$ cat src/rtl/tile_loader_13x13.sv
// Tile loader: fetches 43 words of a 13x13 byte tile from feature memory into the tile buffer.
// Optional running byte checksum outputs are enabled with `define TILE_LOADER_CHECKSUM_EN.
module tile_loader_13x13 (
    input  logic        clk,
    input  logic        rst_n,
    input  logic        start,
    input  logic [15:0] base_addr,
    output logic        busy,
    output logic        done,
    output logic        mem_rd_req,
    output logic [15:0] mem_addr,
    input  logic        mem_rd_valid,
    input  logic [31:0] mem_rd_data,
    output logic        buf_en,
    output logic [31:0] buf_address,
    output logic [7:0]  buf_data0,
    output logic [7:0]  buf_data1,
    output logic [7:0]  buf_data2,
    output logic [7:0]  buf_data3
`ifdef TILE_LOADER_CHECKSUM_EN
    ,
    output logic [15:0] checksum,
    output logic        checksum_valid
`endif
);

    localparam int unsigned TILE_DIM  = 13;
    localparam int unsigned NUM_WORDS = (TILE_DIM * TILE_DIM + 3) / 4;
    localparam int unsigned MEM_AW    = 16;
    localparam int unsigned IDX_W     = $clog2(NUM_WORDS);
    localparam logic [IDX_W-1:0] LAST_IDX = IDX_W'(NUM_WORDS - 1);

    typedef enum logic [1:0] {
        S_IDLE  = 2'd0,
        S_REQ   = 2'd1,
        S_WRITE = 2'd2,
        S_DONE  = 2'd3
    } state_t;

    state_t              state_q, state_d;
    logic [IDX_W-1:0]    idx_q, idx_d;
    logic [MEM_AW-1:0]   base_q, base_d;
    logic                capture;
    logic                busy_d, done_d, req_d;
    logic [MEM_AW-1:0]   addr_d;

    // Next-state and next-output logic; all outputs are registered from these.
    always_comb begin
        state_d = state_q;
        idx_d   = idx_q;
        base_d  = base_q;
        capture = 1'b0;
        case (state_q)
            S_IDLE: begin
                if (start) begin
                    base_d  = base_addr;
                    idx_d   = '0;
                    state_d = S_REQ;
                end
            end
            S_REQ: begin
                if (mem_rd_valid) begin
                    capture = 1'b1;
                    state_d = S_WRITE;
                end
            end
            S_WRITE: begin
                if (idx_q == LAST_IDX) begin
                    state_d = S_DONE;
                end else begin
                    idx_d   = IDX_W'(idx_q + IDX_W'(1));
                    state_d = S_REQ;
                end
            end
            S_DONE: begin
                state_d = S_IDLE;
            end
            default: begin
                state_d = S_IDLE;
            end
        endcase
        busy_d = (state_d != S_IDLE);
        done_d = (state_d == S_DONE);
        req_d  = (state_d == S_REQ);
        addr_d = MEM_AW'(base_d + MEM_AW'(idx_d));
    end

    always_ff @(posedge clk or negedge rst_n) begin
        if (!rst_n) begin
            state_q     <= S_IDLE;
            idx_q       <= '0;
            base_q      <= '0;
            busy        <= 1'b0;
            done        <= 1'b0;
            mem_rd_req  <= 1'b0;
            mem_addr    <= '0;
            buf_en      <= 1'b0;
            buf_address <= '0;
            buf_data0   <= '0;
            buf_data1   <= '0;
            buf_data2   <= '0;
            buf_data3   <= '0;
        end else begin
            state_q    <= state_d;
            idx_q      <= idx_d;
            base_q     <= base_d;
            busy       <= busy_d;
            done       <= done_d;
            mem_rd_req <= req_d;
            mem_addr   <= addr_d;
            buf_en     <= capture;
            // Buffer address/data hold between writes.
            if (capture) begin
                buf_address <= 32'(idx_q);
                buf_data0   <= mem_rd_data[7:0];
                buf_data1   <= mem_rd_data[15:8];
                buf_data2   <= mem_rd_data[23:16];
                buf_data3   <= mem_rd_data[31:24];
            end
        end
    end

`ifdef TILE_LOADER_CHECKSUM_EN
    logic [15:0] cs_d;

    // Sum of tile bytes; the final word contributes only its byte 0.
    always_comb begin
        cs_d = checksum;
        if (state_q == S_IDLE && start) begin
            cs_d = '0;
        end else if (state_q == S_WRITE) begin
            if (idx_q == LAST_IDX) begin
                cs_d = 16'(checksum + 16'(buf_data0));
            end else begin
                cs_d = 16'(checksum + 16'(buf_data0) + 16'(buf_data1)
                                    + 16'(buf_data2) + 16'(buf_data3));
            end
        end
    end

    always_ff @(posedge clk or negedge rst_n) begin
        if (!rst_n) begin
            checksum       <= '0;
            checksum_valid <= 1'b0;
        end else begin
            checksum       <= cs_d;
            checksum_valid <= done_d;
        end
    end
`endif

endmodule
$ cat config.mk
export PLATFORM = sky130hd
export DESIGN_NAME = tile_loader_13x13
export DESIGN_NICKNAME = d
export VERILOG_FILES = /design/src/rtl/tile_loader_13x13.sv
export SDC_FILE = /design/constraint.sdc
export NUM_CORES = 1
export LEC_CHECK = 0
export ABC_AREA = 1
export CORE_MARGIN = 2
export CORE_UTILIZATION = 45
export CTS_CLUSTER_DIAMETER = 120
export DETAILED_ROUTE_END_ITERATION = 8
export PLACE_DENSITY = 0.84
export RECOVER_POWER = 25
export SLEW_MARGIN = 30
export SYNTH_ARGS = -nofsm -noshare
export SYNTH_HDL_FRONTEND = slang
export SYNTH_SLANG_ARGS = --single-unit
$ cat constraint.sdc
create_clock -name clk -period 3.1 [get_ports clk]
set_input_delay 0.465 -clock clk [delete_from_list [all_inputs] [get_ports clk]]
set_output_delay 0.465 -clock clk [all_outputs]
set_load 0.02 [all_outputs]
# ---- Yosys cells after proc, flatten, opt, wreduce, memory -nomap -nowiden
# Cells that the tools add are included.
dict set report word_totals {
  mem_bits_rw 0
  latch_bits 0
  input_bits 52
  mem_count 0
  romBits 0
  output_inout_bits 84
  wordCells 34
  ff_bits 82
}
dict set report classes {
  shift 0
  n_reduce_logical 2
  n_addsub 2
  muxes 11
  n_div 0
  bitwise 0
  n_eq_ne 6
  order_cmp 0
  mul 0
}
# op n
set ops {}
lappend ops {{$mux W16} 2}
lappend ops {{$add A16 B6 Y16} 1}
lappend ops {{$mux W6} 2}
lappend ops {{$pmux W6 S2} 1}
lappend ops {{$pmux W2 S4} 1}
lappend ops {{$add A6 B1 Y6 const B} 1}
lappend ops {{$eq A2 B2 Y1 const B} 3}
lappend ops {{$eq A6 B6 Y1 const B} 1}
lappend ops {{$mux W2} 3}
lappend ops {{$eq A2 B1 Y1 const B} 2}
lappend ops {{$logic_not A2 Y1} 1}
lappend ops {{$mux W1} 2}
lappend ops {{$reduce_bool A2 Y1} 1}

# ---- Depth between registers and ports, before layout
# Gate-level depths: netlist of run 1.
dict set report logic_depth {
  ltp_word 4
  ltp_mapped 18
  ltp_nobuf 18
}

# ---- Worst setup path before layout of run 1
# OpenSTA, ideal clock, no wires.
dict set report synth_timing {
  path_kind {flip-flop to flip-flop}
  startpoint {reg state_q[1]}
  endpoint {reg mem_addr[12]}
  arrival_time_ns 2.303
  path_slack_ns 0.675
  synth_period_minus_slack_ns 2.425
  setup_time_ns 0.122
  path_buffers 0
  t_required_ns 2.978
  path_stages_with_launch 15
  cell_sequence {dfrtp_1 > inv_1 > nor2_1 > nand2_1 > o21ai_0 > o21ai_0 > inv_1 > ha_1 > inv_1 > fa_1 > nor3_1 > nor2_1 > nor2_4 > nand2_1 > xor2_1}
}
dict set report synth_via {
  elab_chain_cells 3
  elab_cells_between_ends 5
  cone_classes {add/sub: 1; eq/ne: 1; mux: 2; reduce/logical: 1}
}
# element line_no
set synth_lines {}
lappend synth_lines {{start: declaration} 40} ;# state_t state_q, state_d;
lappend synth_lines {{start signal: assignment} 104} ;# state_q <= state_d;
lappend synth_lines {{$eq A2 B2 Y1 / $logic_not A2 Y1 (equally long branches)} 53} ;# case (state_q)
lappend synth_lines {{$pmux W6 S2 (*)} 53}
lappend synth_lines {{via idx_d[0]} 41} ;# logic [IDX_W-1:0] idx_q, idx_d;
lappend synth_lines {{$add A16 B6 Y16 (*)} 85} ;# addr_d = MEM_AW'(base_d + MEM_AW'(idx_d));
lappend synth_lines {{via addr_d[12]} 45} ;# logic [MEM_AW-1:0] addr_d;
lappend synth_lines {{end signal: assignment} 110} ;# mem_addr <= addr_d;
lappend synth_lines {{end: declaration} 11} ;# output logic [15:0] mem_addr,
# Mark *: on every way through the listed nets, which the timed path passes. The rest lies on a longest branch.
# A chain may end at the register's enable or synchronous reset.

# ---- Worst setup path after layout of run 1
# Ends and elaborated chain as after synthesis.

==> results of run 1 <==
-- power by group through the flow --
| stage | logic (uW) | registers (uW) | clock network [uW] |
|---|---|---|---|
| 2_1_floorplan | 1180 | 2190 | 0 |
| 3_3_place_gp | 2540 | 1770 | 0 |
| 3_5_place_dp | 2630 | 1780 | 0 |
| 4_1_cts | 2640 | 1760 | 759 |
| 5_1_grt | 2870 | 1810 | 819 |
| 6_report | 2610 | 1760 | 737 |
-- synth_stat cells --
cell type / number
nor3_4: 1
fa_1: 1
buf_8: 2
o22ai_1: 2
ha_1: 8
buf_2: 7
nand3_2: 5
nand4_1: 6
xor2_1: 7
xnor2_1: 4
nor2_2: 1
or2_2: 3
nand3b_1: 1
inv_2: 2
nand3_1: 14
inv_1: 28
nor3_1: 1
dfrtp_1: 82
a21oi_1: 2
conb_1: 1
buf_4: 27
o21ai_0: 7
nor2_4: 3
nand2_1: 163
and2_1: 1
nand2_2: 11
o21ai_2: 1
o221ai_1: 1
nor2_1: 15
nand2_4: 7
o21ai_1: 5
-- cells in the final DEF (no fill, tap or decap) --
cell type / n
nand2_1: 163
clkdlybuf4s50_1: 107
dfrtp_1: 82
inv_1: 28
conb_1: 26
nor2_1: 15
nand3_1: 14
nand2_2: 11
clkbuf_8: 10
ha_1: 8
nand2_4: 7
o21ai_0: 7
xor2_1: 7
nand4_1: 6
buf_4: 6
nand3_2: 5
o21ai_1: 5
xnor2_1: 4
nor2_4: 3
or2_2: 3
clkbuf_1: 3
inv_2: 2
o22ai_1: 2
a21oi_1: 2
clkinv_2: 2
dlygate4sd3_1: 2
o221ai_1: 1
o21ai_2: 1
nand3b_1: 1
nor2_2: 1
nor3_1: 1
and2_1: 1
nor3_4: 1
fa_1: 1
bufinv_16: 1
buf_12: 1
clkbuf_2: 1
-- registers in the layout, indices dropped and copies added (netlist names) --
name	flops
buf_en	1
busy	1
done	1
buf_data1	8
mem_addr	16
buf_data3	8
state_q	2
buf_data0	8
base_q	16
buf_data2	8
buf_address	6
mem_rd_req	1
idx_q	6
-- worst register-to-register path, cell delays in order (launching register included) --
cell     delay, ns
dfrtp_1       0.49
inv_1         0.07
nor2_1        0.27
nand2_1       0.19
o21ai_0       0.11
o21ai_0       0.12
inv_1         0.10
ha_1          0.17
inv_1         0.06
fa_1          0.43
nor3_1        0.20
nor2_1        0.12
nor2_4        0.18
nand2_1       0.08
xor2_1        0.14
-- stage by stage --
stage / instances / hold slack [ns]
after floorplan: 444 / 0.169
after global placement: 628 / 0.454
after detailed placement: 630 / 0.371
after CTS: 646 / 0.478
after global routing: 646 / 0.497
final: 646 / 0.473
-- logic make-up (layout without fill, tap and decap cells) --
| group | count (synthesis) | count (layout) | synth area share |
|---|---|---|---|
| XOR/XNOR | 11 | 11 | 0.0252 |
| AND/OR/NAND/NOR | 232 | 232 | 0.279 |
| other | 1 | 26 | 0.000982 |
| flip-flops | 82 | 82 | 0.537 |
| AO/OA/AOI/OAI | 18 | 18 | 0.0262 |
| adder cells (fa/ha/maj) | 9 | 9 | 0.0314 |
| buffers and inverters | 66 | 163 | 0.0996 |
-- repair_timing --
action / in CTS / in global routing
buffers inserted: 0 / 0
hold buffers: 1 / 0
gates resized for setup: 0 / 0
hold endpoints to repair: 6 / 0
-- layout make-up --
class                           instances  area [um2]
Fill cell                             681        3090
Clock buffer                           12         145
Multi-Input combinational cell        296        1480
Timing Repair Buffer                  118        1160
Sequential cell                        82        2050
Clock inverter                          3        40.0
Tap cell                              105         131
Inverter                               30         113
-- layer usage --
layer / GRT usage / share of wire
met1: 0.224 / 0.42
met2: 0.314 / 0.49
met3: 0.0392 / 0.069
met4: 0.0833 / 0.020
met5: 0 / 0
-- how the worst max path moves through the flow --
stage,start,end,cells past startpoint
after floorplan,state_q[1]$_DFF_PN0_,mem_addr[12]$_DFF_PN0_,14
after global placement,start,mem_addr[12]$_DFF_PN0_,14
after detailed placement,start,mem_addr[12]$_DFF_PN0_,14
after CTS,state_q[1]$_DFF_PN0_,mem_addr[12]$_DFF_PN0_,14
after global routing,state_q[1]$_DFF_PN0_,mem_addr[12]$_DFF_PN0_,14
final,state_q[1]$_DFF_PN0_,mem_addr[12]$_DFF_PN0_,14
==> metrics.cfg, run 1 <==
[global_routing]
grt_overflow=0
grt_pass1_wl_mm=13.2
grt_usage=0.184
grt_max_degree=46
grt_pass1_vias=2954
antenna_found_initial=0

[timing]
hold_violations=0
setup_viol=0
tightestPinTransition_ns=1.12
rsz0062_at_grt=no
tns_ns=0
clock_skew_ns=0.00884
finalCritPeriodShare=0.911
slew_headroom=0.256
slew_viol_final=0
fmax_mhz=354
fin_ws_ns=0.276
final.min_clock_period_ns=2.82

[yosys]
synth-seq-cells=82
synth_top_area_cell=dfrtp_1
ys_types=31
yosysWarnings=0
netlist.area_leader.share=0.537
synth_area_leaders=dfrtp_1 (54%), nand2_1 (16%), buf_4 (5.3%)
avgSynthCellArea_um2=9.12
syn_inst=419
netlist_area_um2=3820
ys_seq_area_frac=0.537

[clock_tree]
cts-buffers-inserted=9
cts-root-buf=clkbuf_8
clkTransAtPathRegs_ns=0.08
cts_tree=yes
clock_latency_ns=0.34
max-clock-path-buffers=2
cts.sinks=82
cts_htree_levels=3

[worst_setup_path]
setup.worst_path.start_class=register
cpMaxStageDelayCell=dfrtp_1
end_kind=register
rr_worst_depth=14
r2r_start=state_q[1]$_DFF_PN0_
critPathArrivalTime_ns=3.05
crit_buf_inv=3
max_stage_delay_ns=0.49
cpMostUsedCell=inv_1
worstPathMaxFanout=5
crit_required_ns=3.33
cp_top_family=simple AND/OR/NAND/NOR gates
r2r_end=mem_addr[12]$_DFF_PN0_
ff2ff_setup_slack_ns=0.28
critPathKind=register to register
cp_cell_sequence=inv_1, nor2_1, nand2_1, o21ai_0, o21ai_0, inv_1, ha_1, inv_1, fa_1, nor3_1, nor2_1, nor2_4, nand2_1, xor2_1

[pwr]
p_leak_uw=0.00255
p_switching_uw=2080
p_total_uw=5100
switching_share=0.408
sequentialPowerShare=0.345
combPwrFrac=0.511
p_int_uw=3020
ir_worst_vdd_mv=0.509
power_frac_clock=0.144
cellPowerDensity_nw_per_um2=995

[placement]
dp_hpwl_mm=6.32
routabilityCongestion=0.813
portBuffers=109
placed_area_um2=4950
place_ws_ns=0.0288

[job]
maxCapViolations=0

[die]
die_area_um2=9240
core.rowCount=33
core_um2=8220
io_pins=136
initial_core_util=0.465
chipWidth_um=96.1
die_y_um=96.1

[min_path]
min_from=buf_data0[2]$_DFFE_PN0P_
min_to=buf_data0[2]$_DFFE_PN0P_
hold_path.class=register to register
whs_path_depth=2

[layout]
diodes=0
area_growth_pct=34.2
stdcell_area_um2=5130
fin_nets=598
fin_util=0.624
drive_above_1_share=0.102

[route]
first_pass_iters=4
drc=0
antenna_left=0
wire_per_inst_um=12.8
vias_per_cell=4.65
vias=3001
drtIter0Drc=52
drt_wl_total_mm=8.25

[status]
status=finished, final reports clean

Power figures use the tool's default switching activity.
==> run 2, diff against run 1 <==
Settings changed: MAX_ROUTING_LAYER from default to met4.
==> metrics.cfg, run 2 (same netlist as run 1, synthesis figures left out) <==
[status]
status=complete, but fails checks  ; was finished, final reports clean
violations=capacitance limit, slew limit

[worst_setup_path]
crit_buf_inv=3  ; unchanged
critPathArrivalTime_ns=2.95  ; was 3.05 ns
crit_required_ns=3.33  ; about the same
setup.worst_path.start_class=register  ; unchanged
rr_worst_depth=14  ; unchanged
critPathKind=register to register  ; unchanged
ff2ff_setup_slack_ns=0.39  ; was 0.28 ns
cpMostUsedCell=inv_1  ; unchanged
r2r_end=mem_addr[12]$_DFF_PN0_  ; unchanged
cp-endpoint=mem_addr[12]$_DFF_PN0_  ; unchanged
critical_path_depth=14  ; unchanged
cp_top_family=simple AND/OR/NAND/NOR gates  ; unchanged
r2r_start=state_q[1]$_DFF_PN0_  ; unchanged
startpoint=state_q[1]$_DFF_PN0_  ; unchanged
cpMaxStageDelayCell=dfrtp_1  ; unchanged
max_stage_delay_ns=0.48  ; was 0.49 ns
cp_cell_sequence=inv_1, nor2_1, nand2_1, o21ai_0, o21ai_0, inv_1, ha_1, inv_1, fa_1, nor3_1, nor2_1, nor2_4, nand2_1, xor2_1  ; unchanged
end_kind=register  ; unchanged
worstPathMaxFanout=5  ; unchanged

[clock_tree]
clkTransAtPathRegs_ns=0.09  ; was 0.08 ns
cts-root-buf=clkbuf_8  ; unchanged
clock_latency_ns=0.34  ; about the same
cts_resized=0  ; unchanged
cts_htree_levels=3  ; unchanged
post_cts_buffers=0  ; unchanged
cts-buffers-inserted=9  ; unchanged
max-clock-path-buffers=2  ; unchanged
cts.sinks=82  ; unchanged
holdBufCountCts=0  ; was 1
cts_tree=yes  ; unchanged

[pwr]
p_switching_uw=2100  ; was 2080 uW
switching_share=0.404  ; was 0.408
cellPowerDensity_nw_per_um2=1010  ; was 995 nW/um2
p_int_uw=3100  ; was 3020 uW
combPwrFrac=0.500  ; was 0.511
power_frac_clock=0.162  ; was 0.144
sequentialPowerShare=0.338  ; was 0.345
p_leak_uw=0.00256  ; was 0.00255 uW
ir_worst_vdd_mv=0.412  ; was 0.509 mV

[timing]
setup_viol=0  ; unchanged
tightestPinTransition_ns=2.39  ; was 1.12 ns
slew_viol_final=45  ; was 0
clock_skew_ns=0.0148  ; was 0.00884 ns
finalCritPeriodShare=0.875  ; was 0.911
fmax_mhz=369  ; was 354 MHz
hold_violations=0  ; unchanged
slew_headroom=-0.592  ; was 0.256
rsz0062_at_grt=no  ; unchanged
tns_ns=0  ; unchanged
final.min_clock_period_ns=2.71  ; was 2.82 ns

[die]
core.rowCount=33  ; unchanged
die_y_um=96.1  ; unchanged
io_pins=136  ; unchanged
initial_core_util=0.465  ; unchanged
core_um2=8220  ; unchanged
chipWidth_um=96.1  ; unchanged
die_area_um2=9240  ; unchanged

[placement]
dp.cells=629  ; was 630
routabilityCongestion=0.822  ; was 0.813
placed_area_um2=4930  ; was 4950 um2
portBuffers=109  ; unchanged
dp_hpwl_mm=6.13  ; was 6.32 mm

[global_routing]
grt_pass1_wl_mm=13.1  ; was 13.2 mm
grt_usage=0.189  ; was 0.184
antenna_found_initial=0  ; unchanged
grt_overflow=0  ; unchanged
grt_pass1_vias=2905  ; was 2954
grt_max_degree=46  ; unchanged

[layout]
fin_nets=596  ; was 598
area_growth_pct=34.7  ; was 34.2%
fin_util=0.626  ; was 0.624
drive_above_1_share=0.102  ; about the same
diodes=0  ; unchanged
stdcell_area_um2=5150  ; was 5130 um2
finalNonFillerCells=645  ; was 646
layout_common_cells=nand2_1 (163), clkdlybuf4s50_1 (108), dfrtp_1 (82)  ; was nand2_1 (163), clkdlybuf4s50_1 (107), dfrtp_1 (82)
final_common_cell=nand2_1  ; unchanged
reg.largest.list=base_q (16), mem_addr (16)  ; unchanged

[route]
wire_per_inst_um=12.8  ; about the same
drc=0  ; unchanged
drtIter0Drc=78  ; was 52
vias=2962  ; was 3001
drt_wl_total_mm=8.25  ; about the same
antenna_left=0  ; unchanged
first_pass_iters=4  ; unchanged
vias_per_cell=4.59  ; was 4.65

[job]
maxCapViolations=1  ; was 0

[min_path]
hold_path.class=register to register  ; unchanged

run 2: changes by cell type in the layout (fill, tap and decap cells not counted):
cell,change
clkinv_2,-1
clkbuf_2,-1
bufinv_16,+1
inv_6,+1
clkdlybuf4s50_1,+1
dlygate4sd3_1,-2
run 2: worst register-to-register path: stages (launching register included):
cell,delay [ns]
dfrtp_1,0.48
inv_1,0.07
nor2_1,0.24
nand2_1,0.18
o21ai_0,0.10
o21ai_0,0.10
inv_1,0.08
ha_1,0.16
inv_1,0.05
fa_1,0.42
nor3_1,0.20
nor2_1,0.12
nor2_4,0.18
nand2_1,0.09
xor2_1,0.15
run 2: area by class of cell:
| class | instances | area, um2 |
|---|---|---|
| fillers | 679 | 3070 |
| repair buffers | 116 | 1150 |
| flip-flops and latches | 82 | 2050 |
| clock buffers | 12 | 145 |
| clock inverters | 4 | 73.8 |
| well taps | 105 | 131 |
| inverters | 30 | 113 |
| multi-input cells | 296 | 1480 |
run 2: power groups by stage:
stage | sequential, uW | clock [uW] | combinational [uW]
5_1_grt | 1810 | 924 | 2870
6_report | 1760 | 844 | 2610
3_5_place_dp | 1780 | 0 | 2620
4_1_cts | 1760 | 864 | 2640
3_3_place_gp | 1770 | 0 | 2540
2_1_floorplan | 2190 | 0 | 1180
run 2: worst min-delay path by stage:
stage	startpoint	end	slack, ns	cells after the start
after floorplan	rst_n	base_q[0]$_DFF_PN0_	0.17	0
after global routing	buf_data1[6]$_DFFE_PN0P_	buf_data1[6]$_DFFE_PN0P_	0.50	2
after CTS	rst_n	idx_q[1]$_DFF_PN0_	0.13	1
final	buf_data3[0]$_DFFE_PN0P_	buf_data3[0]$_DFFE_PN0P_	0.47	2
after global placement	buf_data1[4]$_DFFE_PN0P_	buf_data1[4]$_DFFE_PN0P_	0.45	2
after detailed placement	buf_data0[4]$_DFFE_PN0P_	buf_data0[4]$_DFFE_PN0P_	0.46	2
run 2: metrics by stage:
step	setup WS, ns	power (uW)	hold WS (ns)
3_3_place_gp	0.172	4310	0.454
2_1_floorplan	0.675	3370	0.169
3_5_place_dp	0.113	4390	0.457
5_1_grt	0.150	5600	0.499
6_report	0.387	5210	0.473
4_1_cts	0.368	5260	0.133
run 2: per-layer routing:
layer | wire length, um | vias to the layer above | GRT usage
met4 | 108 | 0 | 0.0631
met5 | 0 | - | -
met1 | 3560 | 1375 | 0.230
met3 | 537 | 12 | 0.0423
met2 | 4050 | 97 | 0.311
li1 | - | 1478 | -
